<file path="config.mk">
export PLATFORM = sky130hd
export DESIGN_NAME = my_ram8
export DESIGN_NICKNAME = d
export VERILOG_FILES = /design/src/rtl/my_ram8.sv
export SDC_FILE = /design/constraint.sdc
export NUM_CORES = 1
export LEC_CHECK = 0
export ABC_AREA = 1
export CAP_MARGIN = 20
export CORE_MARGIN = 1.5
export CORE_UTILIZATION = 65
export CTS_CLUSTER_DIAMETER = 150
export DETAILED_ROUTE_END_ITERATION = 12
export GPL_TIMING_DRIVEN = 1
export HOLD_SLACK_MARGIN = 0.03
export PLACE_DENSITY_LB_ADDON = 0.2
export SLEW_MARGIN = 25
export SYNTH_ARGS = -nofsm -noshare
export SYNTH_HDL_FRONTEND = slang
export SYNTH_SLANG_ARGS = --single-unit
</file>
<file path="constraint.sdc">
create_clock -name clk -period 3.05 [get_ports clk]
set_input_delay 0.4575 -clock clk [delete_from_list [all_inputs] [get_ports clk]]
set_output_delay 0.4575 -clock clk [all_outputs]
set_load 0.005 [all_outputs]
</file>
<file path="src/rtl/my_ram8.sv">
// my_ram8: 8-word x 16-bit register-file RAM with a hardware bulk-clear sweep.
// The single load strobe is decoded by address into per-word write enables.
// The addressed word is muxed combinationally onto out. A clear request starts
// a one-word-per-cycle zeroing sweep that the RAM64/RAM512 levels above use to
// wipe memory without CPU writes.
module my_ram8 #(
  parameter int WIDTH     = 16,
  parameter int ADDR_BITS = 3
) (
  input  logic                 clk,
  input  logic                 reset_n,
  input  logic [WIDTH-1:0]     in,
  input  logic [ADDR_BITS-1:0] address,
  input  logic                 load,
  input  logic                 clear,
  output logic [WIDTH-1:0]     out,
  output logic                 busy
);

  localparam int DEPTH = 2 ** ADDR_BITS;
  localparam logic [ADDR_BITS-1:0] LAST_PTR = ADDR_BITS'(DEPTH - 1);

  typedef enum logic {
    IDLE  = 1'b0,
    SWEEP = 1'b1
  } state_e;

  state_e               state_q, state_d;
  logic [ADDR_BITS-1:0] ptr_q, ptr_d;
  logic                 busy_q, busy_d;

  logic [WIDTH-1:0]     mem_q [DEPTH];

  logic [DEPTH-1:0]     wr_en;
  logic [DEPTH-1:0]     sweep_en;
  logic                 idle;

  assign idle = (state_q == IDLE);

  // Decode load/address into one-hot write enables and ptr into sweep enables.
  // Writes are only taken in IDLE and lose to a simultaneous clear request,
  // so a write and a sweep can never target the same word in one cycle.
  always_comb begin
    wr_en    = '0;
    sweep_en = '0;
    for (int k = 0; k < DEPTH; k++) begin
      wr_en[k]    = load && !clear && idle && (address == ADDR_BITS'(k));
      sweep_en[k] = !idle && (ptr_q == ADDR_BITS'(k));
    end
  end

  // Sweep FSM next state: IDLE launches a sweep on clear, SWEEP walks ptr
  // across every word and returns to IDLE after zeroing the last one. The
  // pointer is reset to zero explicitly on exit rather than by wrap-around.
  always_comb begin
    state_d = state_q;
    ptr_d   = ptr_q;
    busy_d  = busy_q;
    unique case (state_q)
      IDLE: begin
        if (clear) begin
          state_d = SWEEP;
          ptr_d   = '0;
          busy_d  = 1'b1;
        end
      end
      SWEEP: begin
        if (ptr_q == LAST_PTR) begin
          state_d = IDLE;
          ptr_d   = '0;
          busy_d  = 1'b0;
        end else begin
          ptr_d = ptr_q + ADDR_BITS'(1);
        end
      end
      default: begin
        state_d = IDLE;
        ptr_d   = '0;
        busy_d  = 1'b0;
      end
    endcase
  end

  // Sweep FSM registers; reset aborts any sweep in progress immediately.
  always_ff @(posedge clk or negedge reset_n) begin
    if (!reset_n) begin
      state_q <= IDLE;
      ptr_q   <= '0;
      busy_q  <= 1'b0;
    end else begin
      state_q <= state_d;
      ptr_q   <= ptr_d;
      busy_q  <= busy_d;
    end
  end

  // Storage: every word is reset, zeroed when the sweep reaches it, or
  // loaded from in when its decoded write enable is high; otherwise it holds.
  always_ff @(posedge clk or negedge reset_n) begin
    if (!reset_n) begin
      for (int k = 0; k < DEPTH; k++) begin
        mem_q[k] <= '0;
      end
    end else begin
      for (int k = 0; k < DEPTH; k++) begin
        if (sweep_en[k]) begin
          mem_q[k] <= '0;
        end else if (wr_en[k]) begin
          mem_q[k] <= in;
        end
      end
    end
  end

  assign out  = mem_q[address];
  assign busy = busy_q;

endmodule

</file>
# == Yosys cells after proc, flatten, opt, wreduce, memory -nomap -nowiden ==
# Index checks and enable logic that the tools add are counted.
# op_classes
n_lt_le_gt_ge,1
n_reduce_logical,30
n_eq_ne,16
muxes,28
addsub,1
bitwise,2
# ops
cell,n
16-bit 2-to-1 mux,18
16-bit binary-select mux with 3-bit select,1
3-bit equality test (second input constant),8
1-bit logical AND,18
2-bit nonzero test,8
3-bit by 2-bit equality test with 1-bit output (second input constant),4
3-bit by 1-bit equality test with 1-bit output (second input constant),2
3-bit zero test,2
3-bit 2-to-1 mux,2
3-bit case mux with 2 select lines,1
4-bit >= comparator (second input constant),1
1-bit 2-to-1 mux,4
3-bit NOT with 4-bit output,1
1-bit case mux with 2 select lines,2
3-bit by 1-bit adder with 3-bit output (second input constant),1
2-bit by 1-bit != test with 1-bit output (second input constant),1
2-bit != test (second input constant),1
2-bit AND reduction,1
1-bit zero test,1
1-bit NOT,1
# word_totals
output_inout_bits,17
word_cells,89
inputBits,23
register_bits,133

# == Depth between registers and ports, before layout ==
# logic_depth
depth_word,6
mapped_depth,9
ltp_nobuf,7

# == Worst setup path before layout ==
# OpenSTA, ideal clock, no wires.
# synth_timing
kind,input -> output
start,input address[0]
end,output out[10]
required_time_ns,2.592
path_buffers,2
arrival_ns,1.230
cell_stages,9
setup_slack_ns,1.363
path_cell_list,inv_1 -> buf_2 -> buf_2 -> nand2_1 -> nand2_1 -> nand2_1 -> nand2_1 -> nand2_1 -> nand2_1
# synth_via
elab_chain_len,4
# synth_rtl
element,line,rtl
from (decl),13,"input logic [ADDR_BITS-1:0] address,"
3-bit NOT with 4-bit output (not written as such),115,assign out = mem_q[address];
16-bit binary-select mux with 3-bit select,115,
16-bit 2-to-1 mux (not written as such) (2 in series),115,
to (decl),16,"output logic [WIDTH-1:0] out,"
# No other way between the ends. The select of a mux whose other input is x is not followed.

# == Worst setup path after layout ==
# layout_timing
start,input address[1]
end,output out[6]
# Same word-level chain as after synthesis.

==> impl_metrics.toml <==
[status]
outcome = "finished clean"

[clocking]
cts_setup_buffers = 0
ctsHtreeMaxLevel = 4
cts.path.max_buffers = 2
cts_root_buf = "clkbuf_8"
hold_buffers = 1
clk_latency_ps = 550
tritoncts = "built"
path_clk_slew_ps = 60
cts_resized = 0
cts_buffers = 17
cts_sinks = 133

[floorplan]
initial_core_util = 0.662
die_y_um = 108
rows = 38
die_area_sq_um = 11600
floorplan.core_area_sq_um = 10800
die_x_um = 108
ioPinCount = 40

[pwr]
max-vdd-ir-drop_mv = 0.763
powerDensity_nw_per_um2 = 680
p_leak_uw = 0.00461

[sta]
period_share = 0.873
finalSetupViolCount = 0
tightest_slew_ps = 823
final_hold_viol_count = 0
skew_ps = 6.36
final.min_clock_period_ps = 2660
timing.setup.tns_ps = 0
max_freq_mhz = 376
slew_headroom = 0.450
setup_slack_ps = 388
rsz0062_at_grt = "false"
drv_slew = 0

[route]
first_pass_iters = 5
num_vias = 6665
m1WireLength_um = 8180
drtAntennaViolNets = 0
viasPerCell = 5.84
drt_iter0_drc = 778
wl_met2_um = 9070
wl_met3_um = 1860
top_layer = "met4"
drc_errors = 0
routedWlPerCell_um = 17.0
drt_wl_total_um = 19500

[grt]
grt_pass1_wl_um = 32200
grt.overflow.total = 0
grt_antenna_before_repair = 0
grt_pass1_vias = 6265
grt_max_degree = 79
grt_use_total = 0.365

[flow_run]
maxCapViolCount = 0

[yosys]
yosysUniqueCellTypes = 24
synth-seq-cells = 133
syn_nets = 1018
yosysWarnings = 0
ys_seq_area_frac = 0.466
syn_inst = 988
syn_area_sq_um = 7140
syn_avg_cell_area_sq_um = 7.23

[finish]
nets = 1018
final_util = 0.748
nFillCells = 857
drive_above_1_share = 0.0749
area_growth_syn_to_layout_pct = 13.0
insertedDiodeCount = 0

[critical_path]
worstSetupPathType = "input pin to output pin"
critPathRequiredTime_ps = 2590
critPathLaunchType = "input pin"
crit_fanout = 35
r2r_setup_slack_ps = 1140
crit_path_end_kind = "output pin"
arrival_ps = 2200

[placement]
post-dp-hpwl_um = 12000
place_congestion = 0.853
numPortBuffers = 39
pre_cts_slack_ps = 409

[worst_hold_path]
hp-class = "input pin to async pin"
kinds of logic (layout without fill, tap and decap cells):
logic type | Yosys count | after routing | synth area share
buffers and inverters | 89 | 102 | 0.0644
adder cells (fa/ha/maj) | 7 | 7 | 0.0123
AND/OR/NAND/NOR | 754 | 754 | 0.453
AO/OA/AOI/OAI | 5 | 5 | 0.00455
flip-flops | 133 | 133 | 0.466
synth_stat cells (all sizes together):
master,n,area [sq um]
nand2,514,1960
nand3,232,1170
dfrtp,133,3330
buf,62,358
clkbuf,14,52.6
inv,11,41.3
nor2,8,100
ha,7,87.6
clkinv,2,8.75
a21oi,1,5.00
o21ai,1,5.00
o22ai,1,6.26
o2bb2ai,1,8.76
o31ai,1,7.51
final cells by class:
cell class / instances / area [sq um] / share of cell area
Multi-Input combinational cell: 766 / 3360 / 0.416
Sequential cell: 133 / 3330 / 0.412
Timing Repair Buffer: 57 / 571 / 0.0707
Clock buffer: 23 / 497 / 0.0615
Tap cell: 140 / 175 / 0.0217
Clock inverter: 9 / 97.6 / 0.0121
Inverter: 13 / 50.0 / 0.00620
worst paths after layout:
kind                            startpoint   endpoint  cells past startpoint
worst max-delay path            address[1]     out[6]                      7
worst min-delay path               reset_n  mem_q[80]                      2
worst max register to register     state_q  mem_q[29]                      6
worst min register to register        busy       busy                      1
max in group asynchronous          reset_n  mem_q[42]                      3
min in group clk                     clear       busy                      3
flip-flops by register name, indices dropped and copies added (netlist names):
register / count
state_q: 1
ptr_q: 3
busy: 1
mem_q: 128
where the power goes:
part	internal (uW)	switching [uW]
registers	2050	197
clock network	1280	751
logic	390	820
cells in the final DEF, fill, tap and decap left out, types with 2 or more instances in the layout:
master	count
inv_1	7
nand3_1	230
clkbuf_16	16
clkinv_2	7
nand2_1	504
nand2_4	2
dfrtp_1	133
nand3_2	2
nor2_8	2
nor2_4	5
ha_1	7
clkbuf_8	7
inv_2	4
clkdlybuf4s50_1	37
buf_12	4
nand2_2	8
bufinv_16	2
buf_4	14
critical path, cell delays in order:
cell and delay (ps):
clkdlybuf4s50_1 500, buf_4 370, nand2_1 110, nand2_1 90, nand2_1 50, nand2_1 90
clkdlybuf4s50_1 530
metal layers:
metal / global-route usage / vias to the layer above
met2: 0.561 / 344
met1: 0.501 / 3133
met5: 0 / -
met3: 0.0993 / 42
li1: - / 3146
met4: 0.121 / 0
stage by stage:
stage / total power, uW / hold slack (ps) / std cells / area, sq um
floorplan: 3050 / 162 / 988 / 7140
global placement: 3420 / 480 / 1108 / 7470
detailed placement: 3450 / 477 / 1108 / 7470
CTS: 5480 / 480 / 1141 / 8070
global route: 5760 / 514 / 1141 / 8070
finish: 5490 / 484 / 1141 / 8070
(Power assumes the default switching activity.)
